File: src/rtl/jmb_scanline_filter_p.sv
// Scanline FIR filter: symmetric (2*HALF+1)-tap filter over a pixel stream,
// with edge replication at both ends of each line, per-line latched settings,
// a rounding/normalising shift and clamping to the pixel range.
module jmb_scanline_filter_p #(
  parameter int PIX_W   = 8,
  parameter int COEF_W  = 8,
  parameter int HALF    = 2,
  parameter int SHIFT_W = 4
) (
  input  logic                       clock,
  input  logic                       reset,
  input  logic                       enable,
  input  logic                       in_valid,
  input  logic [PIX_W-1:0]           in_data,
  input  logic                       in_sol,
  input  logic                       in_eol,
  output logic                       in_ready,
  input  logic                       mode,
  input  logic [(HALF+1)*COEF_W-1:0] coeff,
  input  logic [SHIFT_W-1:0]         shift,
  output logic                       out_valid,
  output logic [PIX_W-1:0]           out_data,
  output logic                       out_eol,
  input  logic                       out_ready,
  output logic                       line_err
);

  localparam int NW    = 2 * HALF + 1;
  localparam int CW    = 3;                  // holds 0..HALF for HALF <= 4
  localparam int ACC_W = PIX_W + COEF_W + 5; // sign + pair-sum + 5-term growth
  localparam int SW    = ACC_W + 1;          // room for the rounding bias
  localparam logic signed [SW-1:0] PIX_MAX = {{(SW-PIX_W){1'b0}}, {PIX_W{1'b1}}};

  typedef enum logic [1:0] {IDLE, PRIME, RUN, FLUSH} state_t;

  state_t                     state_r, state_s;
  logic [PIX_W-1:0]           win_r [0:NW-1];
  logic [PIX_W-1:0]           win_s [0:NW-1];
  logic [CW-1:0]              cnt_r, cnt_s;
  logic [CW-1:0]              pend_r, pend_s;
  logic                       mode_r;
  logic [(HALF+1)*COEF_W-1:0] coef_r;
  logic [SHIFT_W-1:0]         shift_r;

  logic                       out_valid_r;
  logic [PIX_W-1:0]           out_data_r;
  logic                       out_eol_r;
  logic                       line_err_r;

  logic                       stall_s, in_ready_s, accept_s;
  logic                       load_s, shift_en_s, produce_s, last_s, err_s;
  logic [PIX_W-1:0]           shift_in_s;
  logic [PIX_W-1:0]           pix_s;

  logic signed [ACC_W-1:0]    acc_s, c_s, p_s;
  logic signed [SW-1:0]       bias_s, sum_s, res_s;
  logic [31:0]                sh_v;

  assign stall_s    = out_valid_r & ~out_ready;
  assign in_ready_s = enable & ~stall_s & (state_r != FLUSH) & ~reset;
  assign accept_s   = in_valid & in_ready_s;

  assign in_ready  = in_ready_s;
  assign out_valid = out_valid_r;
  assign out_data  = out_data_r;
  assign out_eol   = out_eol_r;
  assign line_err  = line_err_r;

  // Line sequencing: decides load/shift/produce and the next state, count and pending.
  always_comb begin
    state_s    = state_r;
    cnt_s      = cnt_r;
    pend_s     = pend_r;
    load_s     = 1'b0;
    shift_en_s = 1'b0;
    shift_in_s = in_data;
    produce_s  = 1'b0;
    last_s     = 1'b0;
    err_s      = 1'b0;
    case (state_r)
      IDLE: begin
        if (accept_s) begin
          if (in_sol) begin
            load_s  = 1'b1;
            cnt_s   = CW'(0);
            pend_s  = CW'(1);
            state_s = in_eol ? FLUSH : PRIME;
          end else begin
            err_s = 1'b1;   // stray pixel outside a line is dropped
          end
        end else begin
          state_s = IDLE;
        end
      end
      PRIME, RUN: begin
        if (accept_s) begin
          if (in_sol) begin
            // Restart: pending outputs of the broken line are abandoned.
            err_s   = 1'b1;
            load_s  = 1'b1;
            cnt_s   = CW'(0);
            pend_s  = CW'(1);
            state_s = in_eol ? FLUSH : PRIME;
          end else begin
            shift_en_s = 1'b1;
            produce_s  = (cnt_r >= CW'(HALF - 1));
            cnt_s      = (cnt_r == CW'(HALF)) ? cnt_r : cnt_r + CW'(1);
            pend_s     = produce_s ? pend_r : pend_r + CW'(1);
            if (in_eol) begin
              if (pend_s == CW'(0)) begin
                state_s = IDLE;
                last_s  = produce_s;
              end else begin
                state_s = FLUSH;
              end
            end else begin
              state_s = (cnt_s == CW'(HALF)) ? RUN : PRIME;
            end
          end
        end else begin
          state_s = state_r;
        end
      end
      FLUSH: begin
        if (pend_r == CW'(0)) begin
          state_s = IDLE;
        end else if (enable & ~stall_s) begin
          // Replicate the last pixel to complete the right-hand edge.
          shift_en_s = 1'b1;
          shift_in_s = win_r[NW-1];
          produce_s  = 1'b1;
          pend_s     = pend_r - CW'(1);
          if (pend_s == CW'(0)) begin
            last_s  = 1'b1;
            state_s = IDLE;
          end else begin
            state_s = FLUSH;
          end
        end else begin
          state_s = FLUSH;
        end
      end
      default: begin
        state_s = IDLE;
      end
    endcase
  end

  // Next window contents: line start replicates the first pixel into every cell.
  always_comb begin
    for (int i = 0; i < NW; i++) begin
      win_s[i] = win_r[i];
    end
    if (load_s) begin
      for (int i = 0; i < NW; i++) begin
        win_s[i] = in_data;
      end
    end else if (shift_en_s) begin
      for (int i = 0; i < NW - 1; i++) begin
        win_s[i] = win_r[i+1];
      end
      win_s[NW-1] = shift_in_s;
    end else begin
      win_s[NW-1] = win_r[NW-1];
    end
  end

  // Filter datapath on the post-shift window: symmetric MAC, rounding shift, clamp.
  always_comb begin
    c_s   = ACC_W'($signed(coef_r[COEF_W-1:0]));
    p_s   = ACC_W'({1'b0, win_s[HALF]});
    acc_s = c_s * p_s;
    for (int j = 1; j <= HALF; j++) begin
      c_s   = ACC_W'($signed(coef_r[j*COEF_W +: COEF_W]));
      p_s   = ACC_W'({1'b0, win_s[HALF-j]}) + ACC_W'({1'b0, win_s[HALF+j]});
      acc_s = acc_s + c_s * p_s;
    end
    sh_v = 32'(shift_r);
    // A bias beyond the accumulator range cannot change the clamped result.
    if ((sh_v != 32'd0) && (sh_v <= 32'(ACC_W))) begin
      bias_s = {{(SW-1){1'b0}}, 1'b1} << (sh_v - 32'd1);
    end else begin
      bias_s = {SW{1'b0}};
    end
    sum_s = SW'(acc_s) + bias_s;
    res_s = sum_s >>> shift_r;
    if (!mode_r) begin
      pix_s = win_s[HALF];
    end else if (res_s[SW-1]) begin
      pix_s = {PIX_W{1'b0}};
    end else if (res_s > PIX_MAX) begin
      pix_s = {PIX_W{1'b1}};
    end else begin
      pix_s = res_s[PIX_W-1:0];
    end
  end

  // Line state registers: FSM, window, counters and per-line settings.
  always_ff @(posedge clock) begin
    if (reset) begin
      state_r <= IDLE;
      cnt_r   <= CW'(0);
      pend_r  <= CW'(0);
      mode_r  <= 1'b0;
      coef_r  <= {((HALF+1)*COEF_W){1'b0}};
      shift_r <= {SHIFT_W{1'b0}};
      for (int i = 0; i < NW; i++) begin
        win_r[i] <= {PIX_W{1'b0}};
      end
    end else begin
      state_r <= state_s;
      cnt_r   <= cnt_s;
      pend_r  <= pend_s;
      for (int i = 0; i < NW; i++) begin
        win_r[i] <= win_s[i];
      end
      if (load_s) begin
        mode_r  <= mode;
        coef_r  <= coeff;
        shift_r <= shift;
      end
    end
  end

  // Output register: load on a producing shift, drain on out_ready, hold while stalled.
  always_ff @(posedge clock) begin
    if (reset) begin
      out_valid_r <= 1'b0;
      out_data_r  <= {PIX_W{1'b0}};
      out_eol_r   <= 1'b0;
      line_err_r  <= 1'b0;
    end else begin
      line_err_r <= err_s;
      if (produce_s) begin
        out_valid_r <= 1'b1;
        out_data_r  <= pix_s;
        out_eol_r   <= last_s;
      end else if (out_ready) begin
        out_valid_r <= 1'b0;
        out_eol_r   <= 1'b0;
      end
    end
  end

endmodule
File: config.mk
export PLATFORM = sky130hd
export DESIGN_NAME = jmb_scanline_filter_p
export DESIGN_NICKNAME = d
export VERILOG_FILES = /design/src/rtl/jmb_scanline_filter_p.sv
export SDC_FILE = /design/constraint.sdc
export NUM_CORES = 1
export LEC_CHECK = 0
export CAP_MARGIN = 20
export CORE_MARGIN = 1
export CORE_UTILIZATION = 35
export CTS_CLUSTER_DIAMETER = 40
export DETAILED_ROUTE_END_ITERATION = 8
export PLACE_DENSITY = 0.54
export SYNTH_ARGS = -nofsm -noshare
export SYNTH_HDL_FRONTEND = slang
export SYNTH_SLANG_ARGS = --single-unit
File: constraint.sdc
create_clock -name clock -period 23.3 [get_ports clock]
set_input_delay 4.66 -clock clock [delete_from_list [all_inputs] [get_ports clock]]
set_output_delay 4.66 -clock clock [all_outputs]
set_load 0.005 [all_outputs]
==> results of run 1 <==
-- critical path: cells and delay by family --
kind	cells	cell delay, ns
simple gates	7	1.37
buf+inv	4	1.15
mux	1	0.43
compound gates	16	4.43
fa+ha+maj	10	4.70
-- layout by cell type (no fill, tap or decap), types with 8 or more instances in the layout --
| cell type | n |
|---|---|
| a21o_1 | 13 |
| nor3_1 | 20 |
| a31oi_1 | 9 |
| clkdlybuf4s50_1 | 54 |
| o21bai_1 | 11 |
| ha_1 | 153 |
| o211ai_1 | 15 |
| o21a_1 | 9 |
| a211oi_1 | 20 |
| o21ai_0 | 33 |
| fa_1 | 203 |
| nor2b_1 | 54 |
| nand4_1 | 12 |
| nand3_1 | 15 |
| xor2_1 | 8 |
| clkbuf_16 | 9 |
| inv_1 | 263 |
| dfxtp_1 | 88 |
| xnor2_1 | 18 |
| and2_1 | 125 |
| a21oi_1 | 130 |
| buf_4 | 20 |
| mux2_2 | 12 |
| a221oi_1 | 8 |
| nand2_1 | 186 |
| nor2_1 | 99 |
| mux2i_1 | 41 |
| nand2b_1 | 17 |
-- flip-flops by register name (all words and copies together) (netlist names) --
signal	flops
line_err	1
coef_r	24
out_eol	1
win_r	40
state_r	2
out_data	8
cnt_r	3
shift_r	4
out_valid	1
mode_r	1
pend_r	3
-- logic make-up (layout without fill, tap and decap cells) --
logic type                 after synthesis  after routing  share of synthesized area
AOI/OAI and AO/OA                      326            326                      0.149
xor gates and xnor gates                26             26                     0.0153
adders and majority gates              356            356                      0.401
buffers and inverters                  345            358                     0.0884
DFF                                     88             88                      0.118
muxes                                   56             56                     0.0411
other                                    1              4                   0.000251
and+or+nand+nor                        563            563                      0.187
-- per-layer routing --
layer	GRT usage	wire [um]	up-vias	part of all wire
li1	-	-	5811	-
met1	0.274	19600	6027	0.46
met2	0.335	19800	310	0.46
met3	0.0323	2080	57	0.049
met4	0.0672	1130	2	0.027
met5	0	12	-	0.00028
-- cells in the mapped netlist, types with 4 or more instances --
master    number
nand4_1       12
buf_2         17
nor4_1         7
xnor2_1       18
buf_1         10
and3_1         6
a211o_1        5
mux2_2        12
or3_1          7
o21a_1         9
xor2_1         8
a311oi_1       4
o221ai_1       5
dfxtp_1       88
nand2b_1      17
o31ai_1        4
mux2i_1       41
inv_1        263
a21oi_1      130
fa_1         203
o21bai_1      11
o211ai_1      15
a211oi_1      20
nor2_1        99
a31oi_1        9
nor2b_1       54
clkbuf_1      50
and2_1       125
a21o_1        13
nand2_1      187
nand3_1       15
nor3_1        20
ha_1         153
a221oi_1       8
o21ai_0       33
-- per-stage QoR --
stage	hold WS [ns]	power [mW]	cells	util	setup slack [ns]
finish	0.505	0.490	2316	0.389	6.75
global route	0.544	0.517	2316	0.389	5.95
CTS	0.507	0.495	2315	0.388	6.79
detailed placement	0.499	0.321	2299	0.380	6.43
global placement	0.483	0.321	2299	0.380	6.69
floorplan	0.463	0.266	1764	-	8.81
-- worst max path at each step --
stage / start / endpoint / slack (ns) / cells after the start
floorplan: out_ready / out_data[3]$_SDFFE_PP0P_ / 8.81 / 39
global placement: reset / out_data[6]$_SDFFE_PP0P_ / 6.69 / 37
detailed placement: reset / out_data[4]$_SDFFE_PP0P_ / 6.43 / 38
CTS: reset / out_data[6]$_SDFFE_PP0P_ / 6.79 / 37
global route: reset / out_data[6]$_SDFFE_PP0P_ / 5.95 / 38
finish: reset / out_data[6]$_SDFFE_PP0P_ / 6.75 / 38
-- power by group through the flow --
stage	sequential, mW	combinational, mW	clock [mW]
floorplan	0.160	0.105	0
global placement	0.163	0.158	0
detailed placement	0.163	0.158	0
CTS	0.159	0.160	0.175
global route	0.160	0.176	0.181
finish	0.159	0.160	0.170
-- area by class of cell --
cell class              count  area share
clock inverters             7     0.00682
repair buffers             75      0.0426
clock buffers               9      0.0138
flip-flops and latches     88       0.108
well taps                 539      0.0413
inverters                 267      0.0614
multi-input cells        1331       0.726
==> metrics, run 1 <==
Yosys reg bits 88; required time worst endpoint 23.52 ns; Clock Latency Late Sink 0.38 ns; TritonCTS clock tree done; post-synthesis cell type count 84; WHS Path Cells 2; Clock transition at path regs 0.07 ns; most used cell, CP fa_1; RR Endpoint out_data[6]$_SDFFE_PP0P_; crit path max-delay cell type buf_4; vias in the first global route 12600; power per cell area 30.0 mW/mm^2; critical path class in -> reg; worst vdd ir 0.0380 mV; Cells after Synth 1761; DIE WIDTH 208 um; HP Start mode_r$_SDFFE_PP0P_; Core ar. 0.0420 sq mm; CTS buffer count 9; synthesized cell area 0.0149 sq mm; run status completed; Tmin final 16.55 ns; worst hold path type reg -> reg; final wirelength 42600 um; routed vias 12200; final setup fails 0; clock skew after layout 0.0110 ns; RD Place Congestion 0.890; DR DRC count 0; RSZ-0062 raised after global routing no; Post-CTS Setup Inserts 0; proportion of layout cells with a drive suffix above 1 0.0428; Post-synth EDFFs 0; largest net degree at the start of global routing 89; initial antenna violation count 2; Clock power frac 0.347; dpl hpwl 35200 um; switching portion of total power 0.366; Yosys top cell area share 0.272; post-synth top area cell fa_1; WL/cell 18.4 um; Setup TNS Final 0 ns; Hold Path End mode_r$_SDFFE_PP0P_; register area share after synthesis 0.118; maximum clock insertion buffer count 2; Gate power share 0.327; Reg2Reg Setup Slack 10.97 ns; Storage cell area 0.00176 sq mm; Worst Setup Start Kind primary input; Ports 56; Synth Warn # 0; post-synthesis async set-or-reset flop share 0; Slew Viols, Final 0; Area after DPL 0.0160 sq mm; Hold Buf Count CTS 0; fin crit share 0.710; area of the die 0.0435 sq mm; area grow syn2layout 9.45%; Leak 6.73 nW; Final Hold Viols 0; worst-margin pin slew 0.981 ns; First DRT Iteration DRCs 949; Max stage delay on crit path 0.72 ns; RR Startpoint state_r[1]$_SDFFE_PP0P_; clk sinks 88; Arr. time, crit path 16.77 ns; drt via density 5.27; worst-path fanout max 88; Initial Utilization 0.355; FMAX 60.4 MHz; grt ovf 0; Max-cap violations 0; area of the multi-input gates 0.0119 sq mm; critical path endpoint category flip-flop; Flop pwr share 0.325; cts repair resizes 0; Area contributors post-synth fa_1 (27%), ha_1 (13%), dfxtp_1 (12%); first-pass GRT wire length 69500 um; Rows 75; Port Buffers 55; Mean Syn Cell Area 8.47 sq um; Int Pwr 310 uW; CTS H-tree lvls 3; nets 2172; Main synth FF type dfxtp_1; Psw 179 uW; die height 208 um; Reg2Reg Depth 38; total track usage 0.205; First-pass DRT Iterations 5; diode count 0; CTS root buffer clkbuf_16; antenna-violating nets left 0; Design Area, Final 0.0163 sq mm; fill cell count 4286; slew margin rel. 0.346
(Power assumes the default switching activity.)
==> inputs of run 2 (changes only) <==
--- a/config.mk
+++ b/config.mk
@@ -10,7 +10,7 @@
 export CORE_UTILIZATION = 35
 export CTS_CLUSTER_DIAMETER = 40
 export DETAILED_ROUTE_END_ITERATION = 8
-export PLACE_DENSITY = 0.54
+export PLACE_DENSITY = 0.55
 export SYNTH_ARGS = -nofsm -noshare
 export SYNTH_HDL_FRONTEND = slang
 export SYNTH_SLANG_ARGS = --single-unit
==> constraint.sdc (replaced) <==
create_clock -name clock -period 13.5 [get_ports clock]
set_input_delay 2.7 -clock clock [delete_from_list [all_inputs] [get_ports clock]]
set_output_delay 2.7 -clock clock [all_outputs]
set_load 0.005 [all_outputs]
==> run 2 against run 1 <==
Net effect:
- total power up 68%
- wire length is 0.56% higher
- sequential cell count unchanged
- combinational power rose by 84%
- highest routed layer is now met4
==> metrics, run 2 (synthesis results as in run 1) <==
run status completed; Leak 6.93 nW; largest delay contributor family on the critical path adder cells; Final Total Pwr 825 uW; Clock transition at path regs 0.07 ns; routed vias 12200; crit path max-delay cell type fa_1; area grow syn2layout 11.8%; fin crit share 0.961; Gate power share 0.358; antenna-violating nets left 0; commonest non-fill, non-tap cell in the layout inv_1; Design Area, Final 0.0167 sq mm; CTS buffer count 9; clk sinks 88; Hold Buf Count CTS 0; crit path launch out_ready; first-pass GRT wire length 70700 um; final setup fails 0; most frequent cells in the layout inv_1 (263), fa_1 (203), nand2_1 (186), ha_1 (152), a21oi_1 (127); Int Pwr 511 uW; fill cell count 4291; Final Hold Viols 0; clock skew after layout 0.00651 ns; initial antenna violation count 0; RR Startpoint state_r[0]$_SDFFE_PP0P_; total track usage 0.208; max FFs per register 40; Area after DPL 0.0163 sq mm; drt via density 5.18; CTS root buffer clkbuf_16; diode count 0; Worst Setup Start Kind primary input; Slew Viols, Final 0; Port Buffers 55; Psw 313 uW; Clock power frac 0.309; die height 208 um; Clock Latency Late Sink 0.37 ns; most used cell, CP fa_1; Flop pwr share 0.333; maximum clock insertion buffer count 2; Ports 56; critical path endpoint category flip-flop; TritonCTS clock tree done; First DRT Iteration DRCs 799; area of the die 0.0435 sq mm; RD Place Congestion 0.904; Largest Register win_r; grt ovf 0; required time worst endpoint 13.71 ns; worst vdd ir 0.0600 mV; Initial Utilization 0.355; final wirelength 42800 um; Rows 75; Max stage delay on crit path 0.63 ns; First-pass DRT Iterations 7; Arr. time, crit path 13.19 ns; largest net degree at the start of global routing 88; Tmin final 12.98 ns; worst-path fanout max 16; HP Start mode_r$_SDFFE_PP0P_; DIE WIDTH 208 um; WL/cell 18.2 um; DR DRC count 0; WP buf/inv 7; power per cell area 49.4 mW/mm^2; switching portion of total power 0.380; proportion of layout cells with a drive suffix above 1 0.0704; Max-cap violations 0; FMAX 77.0 MHz; nets 2214; Core ar. 0.0420 sq mm; critical path class in -> reg; vias in the first global route 12700; worst-margin pin slew 1.02 ns; slew margin rel. 0.320; CTS H-tree lvls 3; worst hold path type reg -> reg; dpl hpwl 35800 um
-- run 2: worst paths after layout --
path,slack [ns],endpoint,cells past startpoint
worst min-delay path,0.52,mode_r$_SDFFE_PP0P_,2
worst max register to register,2.68,out_data[4]$_SDFFE_PP0P_,40
worst max-delay path,0.52,out_data[4]$_SDFFE_PP0P_,40
worst min register to register,0.52,mode_r$_SDFFE_PP0P_,2
-- run 2: what timing repair did --
item / in CTS / in global routing
endpoints found under the setup margin: 0 / 8
hold endpoints to repair: 0 / 0
gates resized for setup: 0 / 19
setup buffers: 0 / 3
-- run 2: power by group through the flow --
| stage | logic [mW] | registers [mW] | clock network [mW] |
|---|---|---|---|
| 6_report | 0.295 | 0.275 | 0.254 |
| 5_1_grt | 0.324 | 0.276 | 0.277 |
| 4_1_cts | 0.289 | 0.275 | 0.268 |
| 3_5_place_dp | 0.286 | 0.281 | 0 |
| 3_3_place_gp | 0.286 | 0.281 | 0 |
| 2_1_floorplan | 0.182 | 0.277 | 0 |
-- run 2: layer usage --
layer / vias to the layer above / GRT usage / wire length [um]
li1: 5894 / - / -
met1: 5973 / 0.282 / 19600
met2: 307 / 0.336 / 19800
met3: 51 / 0.0340 / 2280
met4: 0 / 0.0702 / 1220
met5: - / 0 / 0
-- run 2: worst min-delay path, delay by kind of cell (launching register included) --
kind	cells	cell delay [ns]
flops	1	0.35
simple gates	1	0.07
compound gates	1	0.05
-- run 2: layout make-up --
type	count	area [sq um]	share of cell area
Timing Repair Buffer	117	1020	0.0612
Clock inverter	7	65.1	0.00390
Multi-Input combinational cell	1331	11900	0.715
Sequential cell	88	1760	0.106
Tap cell	539	674	0.0404
Inverter	267	1000	0.0601
Clock buffer	9	225	0.0135
-- run 2: per-stage QoR --
step,utilization,hold slack [ns],setup TNS [ns],setup WS [ns],cells
2_1_floorplan,-,0.463,0,0.975,1764
5_1_grt,0.397,0.559,-0.0389,-0.0389,2358
3_5_place_dp,0.388,0.507,0,0.0531,2339
3_3_place_gp,0.388,0.505,0,0.0603,2339
4_1_cts,0.394,0.519,0,0.368,2355
6_report,0.397,0.521,0,0.521,2358
